[src/rtl/poly_tone_pkg.sv]
// poly_tone_pkg: shared frame/slot constants and the mixer saturation helper.
// ENVELOPE_EN (optional macro) enables per-voice decaying envelopes; the
// envelope period constant lives here either way.
package poly_tone_pkg;
    localparam int FRAME_CLKS        = 512;
    localparam int SLOT_BITS         = 32;
    localparam int ENV_PERIOD_FRAMES = 256;
    localparam int ACC_W             = 40;   // wide enough for 8 voices of 31-bit samples

    // Add at full width, then clip to a signed w-bit range.
    function automatic logic signed [ACC_W-1:0] sat_add(
        input logic signed [ACC_W-1:0] a,
        input logic signed [ACC_W-1:0] b,
        input int                      w
    );
        logic signed [ACC_W-1:0] s, hi;
        s  = a + b;
        hi = $signed((ACC_W'(1) << (w - 1)) - ACC_W'(1));
        if (s > hi)
            return hi;
        else if (s < ~hi)
            return ~hi;
        return s;
    endfunction
endpackage

[src/rtl/poly_tone_i2s_if.sv]
// poly_tone_i2s_if: sequencer-side control bus (note writes, pan, volume, mute).
interface poly_tone_i2s_if #(
    parameter int NUM_VOICES = 4,
    parameter int DIV_W      = 22
);
    localparam int IDX_W = (NUM_VOICES > 1) ? $clog2(NUM_VOICES) : 1;

    logic                  note_we;
    logic [IDX_W-1:0]      note_idx;
    logic [DIV_W-1:0]      note_div;
    logic [NUM_VOICES-1:0] pan_l;
    logic [NUM_VOICES-1:0] pan_r;
    logic [2:0]            vol;
    logic                  mute;

    modport master (output note_we, note_idx, note_div, pan_l, pan_r, vol, mute);
    modport slave  (input  note_we, note_idx, note_div, pan_l, pan_r, vol, mute);
endinterface

[src/rtl/poly_tone_i2s_tone_voice.sv]
// tone_voice: one square-wave voice (half-period divider + phase) producing a
// signed contribution of +/-(AMP>>vol). With ENVELOPE_EN a 4-bit envelope
// scales the amplitude and decays on env_step.
module tone_voice
    import poly_tone_pkg::*;
#(
    parameter int                  DIV_W    = 22,
    parameter int                  SAMPLE_W = 16,
    parameter logic [SAMPLE_W-1:0] AMP      = 16'h1000
) (
    input  logic                       clk,
    input  logic                       rst,
    input  logic                       we,
    input  logic [DIV_W-1:0]           div_in,
    input  logic [2:0]                 vol,
`ifdef ENVELOPE_EN
    input  logic                       env_step,
`endif
    output logic signed [SAMPLE_W-1:0] contrib
);
    logic [DIV_W-1:0]           div, cnt;
    logic                       phase;
    logic signed [SAMPLE_W-1:0] amp;

    // Divider: a write restarts the voice and takes priority over a wrap.
    always_ff @(posedge clk) begin
        if (rst) begin
            div   <= '0;
            cnt   <= '0;
            phase <= 1'b0;
        end else if (we) begin
            div   <= div_in;
            cnt   <= '0;
            phase <= 1'b0;
        end else if (div == '0) begin
            cnt   <= '0;
        end else if (cnt == div - DIV_W'(1)) begin
            cnt   <= '0;
            phase <= ~phase;
        end else begin
            cnt   <= cnt + DIV_W'(1);
        end
    end

`ifdef ENVELOPE_EN
    logic [3:0]          env;
    logic [SAMPLE_W-1:0] base;

    // Envelope: full on a sounding write, decays one step per env period.
    always_ff @(posedge clk) begin
        if (rst)
            env <= '0;
        else if (we)
            env <= (div_in != '0) ? 4'd15 : 4'd0;
        else if (env_step && env != 4'd0)
            env <= env - 4'd1;
    end

    assign base = AMP >> vol;
    assign amp  = SAMPLE_W'((base >> 4) * {{(SAMPLE_W-4){1'b0}}, env});
`else
    assign amp  = AMP >> vol;
`endif

    assign contrib = (div == '0) ? '0 : (phase ? -amp : amp);
endmodule

[src/rtl/poly_tone_i2s.sv]
// poly_tone_i2s: NUM_VOICES square-wave voices, per-voice pan, saturating
// stereo mixer and I2S serializer, all timed from one 512-clk frame counter.
// ENVELOPE_EN (optional macro) adds decaying per-voice envelopes.
module poly_tone_i2s
    import poly_tone_pkg::*;
#(
    parameter int                  NUM_VOICES = 4,
    parameter int                  DIV_W      = 22,
    parameter int                  SAMPLE_W   = 16,
    parameter logic [SAMPLE_W-1:0] AMP        = 16'h1000
) (
    input  logic             clk,
    input  logic             rst,
    poly_tone_i2s_if.slave   ctl,
    output logic             audio_mclk,
    output logic             audio_lrck,
    output logic             audio_sck,
    output logic             audio_sdin,
    output logic             frame_tick
);
    localparam int IDX_W  = (NUM_VOICES > 1) ? $clog2(NUM_VOICES) : 1;
    localparam int FCNT_W = $clog2(FRAME_CLKS);
    localparam int SLOT_W = $clog2(SLOT_BITS);

    logic [FCNT_W-1:0]                    fcnt;
    logic [NUM_VOICES-1:0]                we_v;
    logic [NUM_VOICES-1:0][SAMPLE_W-1:0]  contrib;
    logic signed [ACC_W-1:0]              acc_l, acc_r;
    logic [SAMPLE_W-1:0]                  mix_l, mix_r, sh_l, sh_r, smp;
    logic [SLOT_W:0]                      nslot;   // {channel, bit} of the next sck period
    logic                                 nbit;

    assign frame_tick = (fcnt == FCNT_W'(FRAME_CLKS - 1));
    assign audio_mclk = fcnt[1];
    assign audio_sck  = fcnt[2];
    assign audio_lrck = fcnt[8];

    // Free-running frame counter; reset restarts at left slot, bit 0.
    always_ff @(posedge clk) begin
        if (rst) fcnt <= '0;
        else     fcnt <= fcnt + FCNT_W'(1);
    end

`ifdef ENVELOPE_EN
    logic [7:0] env_div;
    logic       env_step;

    assign env_step = frame_tick && (env_div == 8'(ENV_PERIOD_FRAMES - 1));

    // Shared frame-tick divider pacing every voice's envelope decay.
    always_ff @(posedge clk) begin
        if (rst)             env_div <= '0;
        else if (frame_tick) env_div <= env_div + 8'd1;
    end
`endif

    for (genvar i = 0; i < NUM_VOICES; i++) begin : g_voice
        // Out-of-range indices match no voice, so such writes fall away.
        assign we_v[i] = ctl.note_we && (ctl.note_idx == IDX_W'(i));

        tone_voice #(.DIV_W(DIV_W), .SAMPLE_W(SAMPLE_W), .AMP(AMP)) u_voice (
            .clk      (clk),
            .rst      (rst),
            .we       (we_v[i]),
            .div_in   (ctl.note_div),
            .vol      (ctl.vol),
`ifdef ENVELOPE_EN
            .env_step (env_step),
`endif
            .contrib  (contrib[i])
        );
    end

    // Full-width panned sums, sign-extended per voice.
    always_comb begin
        acc_l = '0;
        acc_r = '0;
        for (int i = 0; i < NUM_VOICES; i++) begin
            if (ctl.pan_l[i]) acc_l += {{(ACC_W-SAMPLE_W){contrib[i][SAMPLE_W-1]}}, contrib[i]};
            if (ctl.pan_r[i]) acc_r += {{(ACC_W-SAMPLE_W){contrib[i][SAMPLE_W-1]}}, contrib[i]};
        end
    end

    // Registered saturating mix, then frame-boundary capture into the shadows.
    always_ff @(posedge clk) begin
        if (rst) begin
            mix_l <= '0;
            mix_r <= '0;
            sh_l  <= '0;
            sh_r  <= '0;
        end else begin
            mix_l <= SAMPLE_W'(sat_add(acc_l, '0, SAMPLE_W));
            mix_r <= SAMPLE_W'(sat_add(acc_r, '0, SAMPLE_W));
            if (frame_tick) begin
                sh_l <= ctl.mute ? '0 : mix_l;
                sh_r <= ctl.mute ? '0 : mix_r;
            end
        end
    end

    // Select the bit for the upcoming sck period: bit 0 is the I2S delay slot.
    always_comb begin
        nslot = fcnt[FCNT_W-1:3] + (SLOT_W+1)'(1);
        smp   = nslot[SLOT_W] ? sh_r : sh_l;
        nbit  = 1'b0;
        for (int k = 1; k <= SAMPLE_W; k++)
            if (nslot[SLOT_W-1:0] == SLOT_W'(k)) nbit = smp[SAMPLE_W-k];
    end

    // sdin changes only at the end of an sck period (sck falling edge).
    always_ff @(posedge clk) begin
        if (rst)                  audio_sdin <= 1'b0;
        else if (fcnt[2:0] == 3'd7) audio_sdin <= nbit;
    end
endmodule
[src/flat_wrapper.sv]
// flat-port wrapper written by rule: the top's interface ports become plain ports
module poly_tone_i2s_flat import poly_tone_pkg::*;
#(
    parameter int                  NUM_VOICES = 4,
    parameter int                  DIV_W      = 22,
    parameter int                  SAMPLE_W   = 16,
    parameter logic [SAMPLE_W-1:0] AMP        = 16'h1000
)
  (clk, rst, audio_mclk, audio_lrck, audio_sck, audio_sdin, frame_tick, ctl_note_we, ctl_note_idx, ctl_note_div, ctl_pan_l, ctl_pan_r, ctl_vol, ctl_mute);
  poly_tone_i2s_if #(.NUM_VOICES(NUM_VOICES), .DIV_W(DIV_W)) ctl_i ();
  input  logic clk;
  input  logic rst;
  output logic audio_mclk;
  output logic audio_lrck;
  output logic audio_sck;
  output logic audio_sdin;
  output logic frame_tick;
  input wire logic [$bits(ctl_i.note_we)-1:0] ctl_note_we;
  input wire logic [$bits(ctl_i.note_idx)-1:0] ctl_note_idx;
  input wire logic [$bits(ctl_i.note_div)-1:0] ctl_note_div;
  input wire logic [$bits(ctl_i.pan_l)-1:0] ctl_pan_l;
  input wire logic [$bits(ctl_i.pan_r)-1:0] ctl_pan_r;
  input wire logic [$bits(ctl_i.vol)-1:0] ctl_vol;
  input wire logic [$bits(ctl_i.mute)-1:0] ctl_mute;
  assign ctl_i.note_we = ctl_note_we;
  assign ctl_i.note_idx = ctl_note_idx;
  assign ctl_i.note_div = ctl_note_div;
  assign ctl_i.pan_l = ctl_pan_l;
  assign ctl_i.pan_r = ctl_pan_r;
  assign ctl_i.vol = ctl_vol;
  assign ctl_i.mute = ctl_mute;
  poly_tone_i2s #(.NUM_VOICES(NUM_VOICES), .DIV_W(DIV_W), .SAMPLE_W(SAMPLE_W), .AMP(AMP)) u_core (.clk(clk), .rst(rst), .ctl(ctl_i), .audio_mclk(audio_mclk), .audio_lrck(audio_lrck), .audio_sck(audio_sck), .audio_sdin(audio_sdin), .frame_tick(frame_tick));
endmodule
[config.mk]
export PLATFORM = sky130hd
export DESIGN_NAME = poly_tone_i2s_flat
export DESIGN_NICKNAME = d
export VERILOG_FILES = /design/src/rtl/poly_tone_pkg.sv /design/src/rtl/poly_tone_i2s_if.sv /design/src/rtl/poly_tone_i2s_tone_voice.sv /design/src/rtl/poly_tone_i2s.sv /design/src/flat_wrapper.sv
export SDC_FILE = /design/constraint.sdc
export NUM_CORES = 1
export LEC_CHECK = 0
export BUFFER_PORTS_ARGS = -buffer_cell sky130_fd_sc_hd__buf_2
export CAP_MARGIN = 20
export CORE_MARGIN = 2
export CORE_UTILIZATION = 60
export CTS_CLUSTER_SIZE = 30
export DETAILED_ROUTE_END_ITERATION = 6
export HOLD_SLACK_MARGIN = 0.05
export PLACE_DENSITY = 0.8
export SETUP_SLACK_MARGIN = 0.5
export SLEW_MARGIN = 20
export SYNTH_ARGS = -nofsm -noshare
export SYNTH_HDL_FRONTEND = slang
export SYNTH_SLANG_ARGS = --single-unit
[constraint.sdc]
create_clock -name clk -period 31.8 [get_ports clk]
set_input_delay 6.36 -clock clk [delete_from_list [all_inputs] [get_ports clk]]
set_output_delay 6.36 -clock clk [all_outputs]
set_load 0.02 [all_outputs]
==> results of run 1 <==
-- how the worst min path moves through the flow --
stage,from,to,depth (start not counted)
finish,u_core.fcnt[0],u_core.fcnt[0],1
global route,u_core.fcnt[0],u_core.fcnt[0],1
CTS,u_core.fcnt[0],u_core.fcnt[0],1
detailed placement,u_core.fcnt[0],u_core.fcnt[0],1
global placement,u_core.fcnt[0],u_core.fcnt[0],1
floorplan,u_core.fcnt[0],u_core.fcnt[0],1
-- routing by layer --
layer | global-route usage, % | wire length, um
met4 | 16.1 | 3920
met5 | 0 | 15
met3 | 3.98 | 6780
met2 | 58.3 | 36300
met1 | 46.4 | 33400
-- where the power goes --
part           internal (W)  switching (W)
Combinational     0.0000661       0.000120
Sequential         0.000306     0.00000987
Clock              0.000171       0.000122
Total              0.000543       0.000252
-- worst max-delay path, delay by kind of cell --
family | cells | cell delay (ps)
buffers and inverters | 2 | 320
and+or+nand+nor | 19 | 3640
adders and majority gates | 5 | 2050
AOI/OAI and AO/OA | 10 | 3970
muxes | 1 | 290
-- stage by stage --
step	hold WS, ps	total power, W	utilization (%)
3_5_place_dp	431	0.000502	61.3
5_1_grt	456	0.000827	63.3
3_3_place_gp	412	0.000497	61.3
2_1_floorplan	402	0.000454	-
4_1_cts	446	0.000794	63.3
6_report	445	0.000795	63.3
-- final cells by class --
cell class | instances | area [um^2] | share of cell area, %
clock inverters | 6 | 98.8 | 0.375
repair buffers | 61 | 353 | 1.34
inverters | 82 | 308 | 1.17
multi-input cells | 3033 | 19500 | 73.8
clock buffers | 36 | 707 | 2.68
well taps | 539 | 674 | 2.56
flip-flops and latches | 238 | 4760 | 18.1
-- cells by family after synthesis --
logic type / share of synthesized area, %
buffers and inverters: 3.96
AOI/OAI and AO/OA: 25.7
muxes: 3.32
DFF: 18.9
and+or+nand+nor: 27.6
adders and majority gates: 10.1
xor gates and xnor gates: 10.5
-- synth_stat cells, drive strengths merged (16+ instances only) --
cell    number
o21a        47
nand3      112
o211ai      28
a31oi       39
xor2       128
nand3b      17
o31ai       24
and2        25
clkbuf     146
o21bai      16
xnor2      172
nand4       63
fa          20
nor2       365
nor4        38
o21ai      192
mux2        33
mux2i       42
a21oi      371
and3        57
a21o        72
ha         172
or3         37
dfxtp      238
nor2b       57
inv         82
nand2      466
a211oi      40
nor3       104
buf         30
nand2b      41
-- state kept, by name, indices dropped and copies added, names as in the netlist --
signal                        cells
u_core.mix_l                     12
u_core.fcnt                       9
u_core.mix_r                     12
u_core.g_voice.u_voice.div       88
u_core.g_voice.u_voice.phase      4
u_core.audio_sdin                 1
u_core.sh_l                      12
u_core.sh_r                      12
u_core.g_voice.u_voice.cnt       88
==> impl_metrics.prom, run 1 <==
# TYPE chip_impl_metric gauge
chip_impl_metric{name="antenna_found_initial",unit=""} 1
chip_impl_metric{name="diodes",unit=""} 0
chip_impl_metric{name="critPathRequiredTime",unit="ps"} 32240
chip_impl_metric{name="synth.avg_cell_area",unit="um^2"} 7.14
chip_impl_metric{name="syn_nets",unit=""} 3760
chip_impl_metric{name="placementRows",unit=""} 75
chip_impl_info{name="cts.root.buffer_cell",value="sky130_fd_sc_hd__clkbuf_16"} 1
chip_impl_info{name="run_status",value="complete, no violations"} 1
chip_impl_info{name="leading_cell_type_in_the_layout_fill_and_taps_excluded",value="sky130_fd_sc_hd__nand2_1"} 1
chip_impl_metric{name="maxSlewHeadroom",unit="%"} 23.7
chip_impl_metric{name="post_route_cell_area",unit="um^2"} 26400
chip_impl_metric{name="finalCritPeriodShare",unit="%"} 51.0
chip_impl_metric{name="dp_slack",unit="ps"} 15460
chip_impl_metric{name="core_area",unit="um^2"} 41700
chip_impl_metric{name="reg2regPathDepth",unit=""} 38
chip_impl_info{name="critical_path.startpoint",value="ctl_vol[2]"} 1
chip_impl_metric{name="timing.critical_path.slowest_cell_delay",unit="ps"} 680
chip_impl_metric{name="ys_seq_area_share",unit="%"} 18.9
chip_impl_metric{name="postSynthRegisterBits",unit=""} 238
chip_impl_metric{name="yosys_warnings",unit=""} 0
chip_impl_metric{name="die_width",unit="um"} 209
chip_impl_metric{name="dp_hpwl",unit="um"} 61900
chip_impl_metric{name="cts_sinks",unit=""} 238
chip_impl_metric{name="setup_total_negative_slack",unit="ps"} 0
chip_impl_metric{name="drt-total-wl",unit="um"} 80400
chip_impl_metric{name="fill_cells",unit=""} 3775
chip_impl_metric{name="clock_latency",unit="ps"} 560
chip_impl_metric{name="worstMarginPinSlew",unit="ps"} 1110
chip_impl_info{name="synthTopCellsByArea",value="sky130_fd_sc_hd__dfxtp_1, sky130_fd_sc_hd__ha_1, sky130_fd_sc_hd__a21oi_1, sky130_fd_sc_hd__nand2_1, sky130_fd_sc_hd__xnor2_1"} 1
chip_impl_info{name="reg2reg_from",value="u_core.g_voice[1].u_voice.div[0]"} 1
chip_impl_metric{name="vias",unit=""} 26558
chip_impl_metric{name="timing.fmax",unit="GHz"} 0.0617
chip_impl_metric{name="postCtsHoldBufs",unit=""} 0
chip_impl_info{name="category_of_the_worst_setup_path_launch_point",value="input pin"} 1
chip_impl_metric{name="final_critical_path_setup_slack",unit="ps"} 15590
chip_impl_metric{name="report.final.setup_viol",unit=""} 0
chip_impl_metric{name="clkTransAtPathRegs",unit="ps"} 60
chip_impl_metric{name="synth-edff-count",unit=""} 0
chip_impl_metric{name="netlist_area",unit="um^2"} 25200
chip_impl_metric{name="detail_route.vias_per_cell",unit=""} 6.65
chip_impl_metric{name="first_pass_iters",unit=""} 7
chip_impl_info{name="cpMostUsedCell",value="sky130_fd_sc_hd__nand2_1"} 1
chip_impl_info{name="cts_tree",value="done"} 1
chip_impl_metric{name="clock_tree.buffer_depth",unit=""} 3
chip_impl_metric{name="synth_async_sr_flop_share",unit="%"} 0
chip_impl_info{name="timing_worst_setup_path_type",value="input pin to flop"} 1
chip_impl_metric{name="overall_die_height",unit="um"} 209
chip_impl_info{name="most_instantiated_flip_flop_cell_in_the_synthesis_netlist",value="sky130_fd_sc_hd__dfxtp_1"} 1
chip_impl_info{name="mostFrequentLayoutCells",value="sky130_fd_sc_hd__nand2_1, sky130_fd_sc_hd__a21oi_1, sky130_fd_sc_hd__nor2_1"} 1
chip_impl_metric{name="ctsHtreeMaxLevel",unit=""} 1
chip_impl_metric{name="die_area",unit="um^2"} 43700
chip_impl_info{name="setup.worst_path.end",value="u_core.mix_r[7]"} 1
chip_impl_metric{name="total_routing_resource_utilization_after_global_routing",unit="%"} 35.3
chip_impl_metric{name="ios",unit=""} 44
chip_impl_info{name="rsz_0062_raised_after_global_routing",value="false"} 1
chip_impl_metric{name="pin_count_of_the_biggest_net_entering_global_routing",unit=""} 76
chip_impl_metric{name="critical_path.max_fanout",unit=""} 15
chip_impl_metric{name="tritoncts.num_buffers",unit=""} 25
chip_impl_metric{name="finalNetCount",unit=""} 3672
chip_impl_metric{name="ir_drop",unit="mV"} 0.0500
chip_impl_metric{name="placedInstanceArea",unit="um^2"} 25600
chip_impl_info{name="yosysTopAreaCell",value="sky130_fd_sc_hd__dfxtp_1"} 1
chip_impl_metric{name="finalMaxSlewViolations",unit=""} 0
chip_impl_metric{name="grt_pass1_vias",unit=""} 24641
chip_impl_metric{name="port_buffers",unit=""} 43
chip_impl_metric{name="flow.area_growth_from_synthesis",unit="%"} 4.62
chip_impl_metric{name="post_dr_wirelength_cell",unit="um"} 20.1
chip_impl_metric{name="timing.critical_path.arrival",unit="ps"} 16660
chip_impl_metric{name="timing.final.crit_period",unit="ps"} 16210
chip_impl_metric{name="synth_top_cell_area_share",unit="%"} 18.9
chip_impl_metric{name="postCtsSetupRepairBufs",unit=""} 0
chip_impl_metric{name="synthesis.instances",unit=""} 3529
chip_impl_metric{name="final.setup_skew",unit="ps"} 34.8
chip_impl_metric{name="rrSetupSlack",unit="ps"} 20420
chip_impl_metric{name="dp_cells",unit=""} 3953
chip_impl_metric{name="report.final.hold_viol_count",unit=""} 0
chip_impl_info{name="regToRegEndpoint",value="u_core.mix_r[7]"} 1
chip_impl_metric{name="postCtsResizedCells",unit=""} 0
chip_impl_info{name="worst_setup_path_end_kind",value="flop"} 1
chip_impl_metric{name="start_util",unit="%"} 60.5
chip_impl_metric{name="yosysUniqueCellTypes",unit=""} 102
chip_impl_metric{name="drcViolationCount",unit=""} 0
chip_impl_metric{name="layout-drive-gt1-share",unit="%"} 5.35
chip_impl_metric{name="drt_iter0_markers",unit=""} 3059
chip_impl_metric{name="p_leak",unit="nW"} 11.1
chip_impl_metric{name="antenna_left",unit=""} 0
chip_impl_metric{name="final_instance_count_without_filler_cells",unit=""} 3995
chip_impl_info{name="holdCritPathClass",value="flop to flop"} 1
chip_impl_metric{name="place_congestion",unit=""} 1.05
chip_impl_metric{name="grt_remaining_overflow",unit=""} 0
chip_impl_metric{name="global_route_wire_length_before_repair",unit="um"} 128000
chip_impl_metric{name="max-cap-violations",unit=""} 0
chip_impl_info{name="worst_path_max_delay_cell",value="sky130_fd_sc_hd__a2111oi_0"} 1
chip_impl_metric{name="power.density",unit="nW/um^2"} 30.2
(Power assumes the default switching activity.)
==> run 2, diff against run 1 <==
- ABC_AREA: default -> 1
- CORE_UTILIZATION: 60 -> 59
- PLACE_DENSITY: 0.8 -> 0.81
- clock period: 31.8 -> 14.2 ns (I/O delays scaled with it)
==> run 2 against run 1 <==
  * Critical path depth grew 5
  * Clock-buffer cell count decreased by 12
  * Sequential power is 130% higher
  * Critical path type unchanged
  * Register-to-register slack lost 15000 ps
  * Highest routed layer unchanged
  * Synthesized cell count rose by 31%
  * Cell area grew 7.2%
  * Worst setup slack got worse by 12000 ps
  * Clock skew is 20 ps lower
==> impl_metrics.prom, run 2 <==
# TYPE chip_impl_metric gauge
chip_impl_metric{name="core_area",unit="um^2"} 45200
chip_impl_metric{name="yosysUniqueCellTypes",unit=""} 64
chip_impl_metric{name="fill_cells",unit=""} 4498
chip_impl_info{name="reg2reg_from",value="u_core.g_voice[1].u_voice.div[0]"} 1
chip_impl_metric{name="port_buffers",unit=""} 43
chip_impl_metric{name="critPathRequiredTime",unit="ps"} 14610
chip_impl_info{name="yosysTopAreaCell",value="sky130_fd_sc_hd__dfxtp_1"} 1
chip_impl_metric{name="power.density",unit="nW/um^2"} 64.8
chip_impl_metric{name="ctsHtreeMaxLevel",unit=""} 1
chip_impl_metric{name="antenna_left",unit=""} 0
chip_impl_metric{name="die_width",unit="um"} 218
chip_impl_metric{name="post_route_cell_area",unit="um^2"} 28300
chip_impl_metric{name="drt_iter0_markers",unit=""} 3023
chip_impl_metric{name="post-route-util",unit="%"} 62.6
chip_impl_metric{name="clkTransAtPathRegs",unit="ps"} 80
chip_impl_info{name="reg.largest.list",value="u_core.g_voice.u_voice.cnt: 88 flops, u_core.g_voice.u_voice.div: 88 flops"} 1
chip_impl_metric{name="die_area",unit="um^2"} 47300
chip_impl_info{name="category_of_the_worst_setup_path_launch_point",value="input pin"} 1
chip_impl_metric{name="worstMarginPinSlew",unit="ps"} 1020
chip_impl_metric{name="synthesis.instances",unit=""} 4610
chip_impl_metric{name="layout-drive-gt1-share",unit="%"} 4.54
chip_impl_metric{name="ys_seq_area_share",unit="%"} 17.7
chip_impl_metric{name="postCtsResizedCells",unit=""} 0
chip_impl_info{name="run_status",value="complete, no violations"} 1
chip_impl_metric{name="p_leak",unit="nW"} 14.2
chip_impl_metric{name="global_route_wire_length_before_repair",unit="um"} 137000
chip_impl_info{name="regToRegEndpoint",value="u_core.mix_r[10]"} 1
chip_impl_info{name="cts_tree",value="done"} 1
chip_impl_info{name="worst_setup_path_end_kind",value="flop"} 1
chip_impl_info{name="ys_top_cells_by_count",value="sky130_fd_sc_hd__nand2_1, sky130_fd_sc_hd__inv_1, sky130_fd_sc_hd__nor2_1, sky130_fd_sc_hd__nand3_1, sky130_fd_sc_hd__a21oi_1"} 1
chip_impl_metric{name="max-cap-violations",unit=""} 0
chip_impl_metric{name="detail_route.vias_per_cell",unit=""} 5.72
chip_impl_metric{name="report.final.setup_viol",unit=""} 0
chip_impl_metric{name="pin_count_of_the_biggest_net_entering_global_routing",unit=""} 99
chip_impl_metric{name="critical_path.max_fanout",unit=""} 11
chip_impl_metric{name="drcViolationCount",unit=""} 0
chip_impl_metric{name="ir_drop",unit="mV"} 0.107
chip_impl_metric{name="synth_async_sr_flop_share",unit="%"} 0
chip_impl_metric{name="clock_tree.buffer_depth",unit=""} 3
chip_impl_metric{name="reg2regPathDepth",unit=""} 44
chip_impl_metric{name="drt-total-wl",unit="um"} 86500
chip_impl_metric{name="post_dr_wirelength_cell",unit="um"} 16.6
chip_impl_metric{name="start_util",unit="%"} 59.6
chip_impl_info{name="rsz_0062_raised_after_global_routing",value="false"} 1
chip_impl_metric{name="final.setup_skew",unit="ps"} 14.6
chip_impl_metric{name="finalCritPeriodShare",unit="%"} 76.1
chip_impl_info{name="cpMostUsedCell",value="sky130_fd_sc_hd__nand2_1"} 1
chip_impl_metric{name="placementRows",unit=""} 78
chip_impl_metric{name="overall_die_height",unit="um"} 218
chip_impl_metric{name="postCtsSetupRepairBufs",unit=""} 0
chip_impl_metric{name="diodes",unit=""} 0
chip_impl_metric{name="antenna_found_initial",unit=""} 2
chip_impl_metric{name="finalNetCount",unit=""} 4822
chip_impl_metric{name="total_routing_resource_utilization_after_global_routing",unit="%"} 35.5
chip_impl_info{name="mostFrequentLayoutCells",value="sky130_fd_sc_hd__nand2_1, sky130_fd_sc_hd__inv_1, sky130_fd_sc_hd__nor2_1"} 1
chip_impl_info{name="synthTopCellsByArea",value="sky130_fd_sc_hd__dfxtp_1, sky130_fd_sc_hd__nand2_1, sky130_fd_sc_hd__inv_1, sky130_fd_sc_hd__nor2_1, sky130_fd_sc_hd__ha_1"} 1
chip_impl_metric{name="timing.final.crit_period",unit="ps"} 10800
chip_impl_metric{name="cts_sinks",unit=""} 238
chip_impl_metric{name="placedInstanceArea",unit="um^2"} 27500
chip_impl_metric{name="finalMaxSlewViolations",unit=""} 0
chip_impl_metric{name="vias",unit=""} 29777
chip_impl_info{name="holdCritStartpoint",value="u_core.fcnt[0]"} 1
chip_impl_metric{name="tritoncts.num_buffers",unit=""} 22
chip_impl_metric{name="flow.area_growth_from_synthesis",unit="%"} 5.04
chip_impl_metric{name="setup_total_negative_slack",unit="ps"} 0
chip_impl_metric{name="first_pass_iters",unit=""} 6
chip_impl_metric{name="postSynthRegisterBits",unit=""} 238
chip_impl_metric{name="report.final.hold_viol_count",unit=""} 0
chip_impl_info{name="cts.root.buffer_cell",value="sky130_fd_sc_hd__clkbuf_16"} 1
chip_impl_info{name="leading_cell_type_in_the_layout_fill_and_taps_excluded",value="sky130_fd_sc_hd__nand2_1"} 1
chip_impl_metric{name="hold_ws",unit="ps"} 442
chip_impl_metric{name="syn_nets",unit=""} 4841
chip_impl_metric{name="timing.critical_path.slowest_cell_delay",unit="ps"} 520
chip_impl_info{name="timing_worst_setup_path_type",value="input pin to flop"} 1
chip_impl_metric{name="synth-edff-count",unit=""} 0
chip_impl_metric{name="timing.critical_path.arrival",unit="ps"} 11210
chip_impl_metric{name="dp_hpwl",unit="um"} 69700
chip_impl_metric{name="clock_latency",unit="ps"} 530
chip_impl_metric{name="maxSlewHeadroom",unit="%"} 31.7
chip_impl_metric{name="place_congestion",unit=""} 1.02
chip_impl_info{name="most_frequent_cell_after_synthesis",value="sky130_fd_sc_hd__nand2_1"} 1
chip_impl_metric{name="dp_cells",unit=""} 5167
chip_impl_metric{name="grt_remaining_overflow",unit=""} 0
chip_impl_metric{name="rrSetupSlack",unit="ps"} 4940
chip_impl_metric{name="timing.fmax",unit="GHz"} 0.0926
chip_impl_metric{name="synth.avg_cell_area",unit="um^2"} 5.84
chip_impl_metric{name="ios",unit=""} 44
chip_impl_metric{name="postCtsHoldBufs",unit=""} 0
chip_impl_info{name="holdCritPathClass",value="flop to flop"} 1
chip_impl_metric{name="yosys_warnings",unit=""} 0
chip_impl_info{name="most_instantiated_flip_flop_cell_in_the_synthesis_netlist",value="sky130_fd_sc_hd__dfxtp_1"} 1
chip_impl_info{name="worst_path_max_delay_cell",value="sky130_fd_sc_hd__a211oi_1"} 1
chip_impl_metric{name="synth_top_cell_area_share",unit="%"} 17.7
chip_impl_metric{name="netlist_area",unit="um^2"} 26900
chip_impl_metric{name="hold_path_depth",unit=""} 1
chip_impl_metric{name="grt_pass1_vias",unit=""} 26807
chip_impl_metric{name="final_instance_count_without_filler_cells",unit=""} 5207
chip_impl_info{name="worstHoldEndpoint",value="u_core.fcnt[0]"} 1
[run 2: cell types whose count changed after synthesis, moves of 40 or more]
cell                       previous run  this run
sky130_fd_sc_hd__inv_1               80       649
sky130_fd_sc_hd__xnor2_1            171        77
sky130_fd_sc_hd__o21a_1              47         6
sky130_fd_sc_hd__nor2b_1             57         0
sky130_fd_sc_hd__and3_1              57         7
sky130_fd_sc_hd__a21o_1              72        12
sky130_fd_sc_hd__nand2b_1            41         1
sky130_fd_sc_hd__mux2i_1             42         0
sky130_fd_sc_hd__nand2_1            465      1196
sky130_fd_sc_hd__clkbuf_1           145        68
sky130_fd_sc_hd__nor2_1             365       588
sky130_fd_sc_hd__a21oi_1            370       284
sky130_fd_sc_hd__o21ai_0            185       243
sky130_fd_sc_hd__nand3_1            112       408
[run 2: cell families after synthesis]
group | count (synthesis) | synth area share, %
flops | 238 | 17.7
compound gates | 660 | 13.5
simple gates | 2542 | 41.2
buf+inv | 759 | 10.8
xor+xnor | 219 | 7.28
fa+ha+maj | 192 | 9.48
[run 2: through the flow]
stage	worst slack, ps	total power (W)
2_1_floorplan	4910	0.00110
3_3_place_gp	3210	0.00122
3_5_place_dp	3200	0.00122
4_1_cts	3720	0.00183
5_1_grt	2860	0.00192
6_report	3400	0.00183
[run 2: final cells by class]
| type | instances | area (um^2) | area share [%] |
|---|---|---|---|
| clock inverter | 16 | 145 | 0.513 |
| sequential | 238 | 4760 | 16.9 |
| tap | 600 | 751 | 2.66 |
| clock buffer | 24 | 579 | 2.05 |
| inverter | 661 | 2480 | 8.78 |
| multi-input combinational | 3613 | 19200 | 68.1 |
| timing repair buffer | 55 | 305 | 1.08 |
[run 2: layer usage]
metal  share of wire [%]  GRT usage [%]
met3                 7.8           4.10
met4                 3.5           12.4
met1                  43           46.7
met2                  45           60.2
met5               0.025              0
[run 2: power breakdown]
part	internal [W]	switching, W	total, W
Clock	0.000321	0.000288	0.000608
Sequential	0.000690	0.0000240	0.000714
Combinational	0.000171	0.000338	0.000509
Total	0.00118	0.000650	0.00183
[run 2: worst max-delay path: cells and delay by family]
family          cells  cell delay [ps]
buf+inv             5              510
compound gates      5             1450
fa+ha+maj           5             1810
xor+xnor            1              210
simple gates       26             4370
[run 2: worst max path at each step]
| stage | slack [ps] | cells past startpoint | to | start |
|---|---|---|---|---|
| after floorplan | 4910 | 40 | u_core.mix_l[13] | ctl_vol[2] |
| after global placement | 3210 | 41 | u_core.mix_r[8] | ctl_vol[2] |
| after detailed placement | 3200 | 40 | u_core.mix_r[10] | ctl_vol[2] |
| after CTS | 3720 | 42 | u_core.mix_r[10] | ctl_vol[2] |
| after global routing | 2860 | 40 | u_core.mix_r[8] | ctl_vol[2] |
| final | 3400 | 42 | u_core.mix_r[10] | ctl_vol[2] |
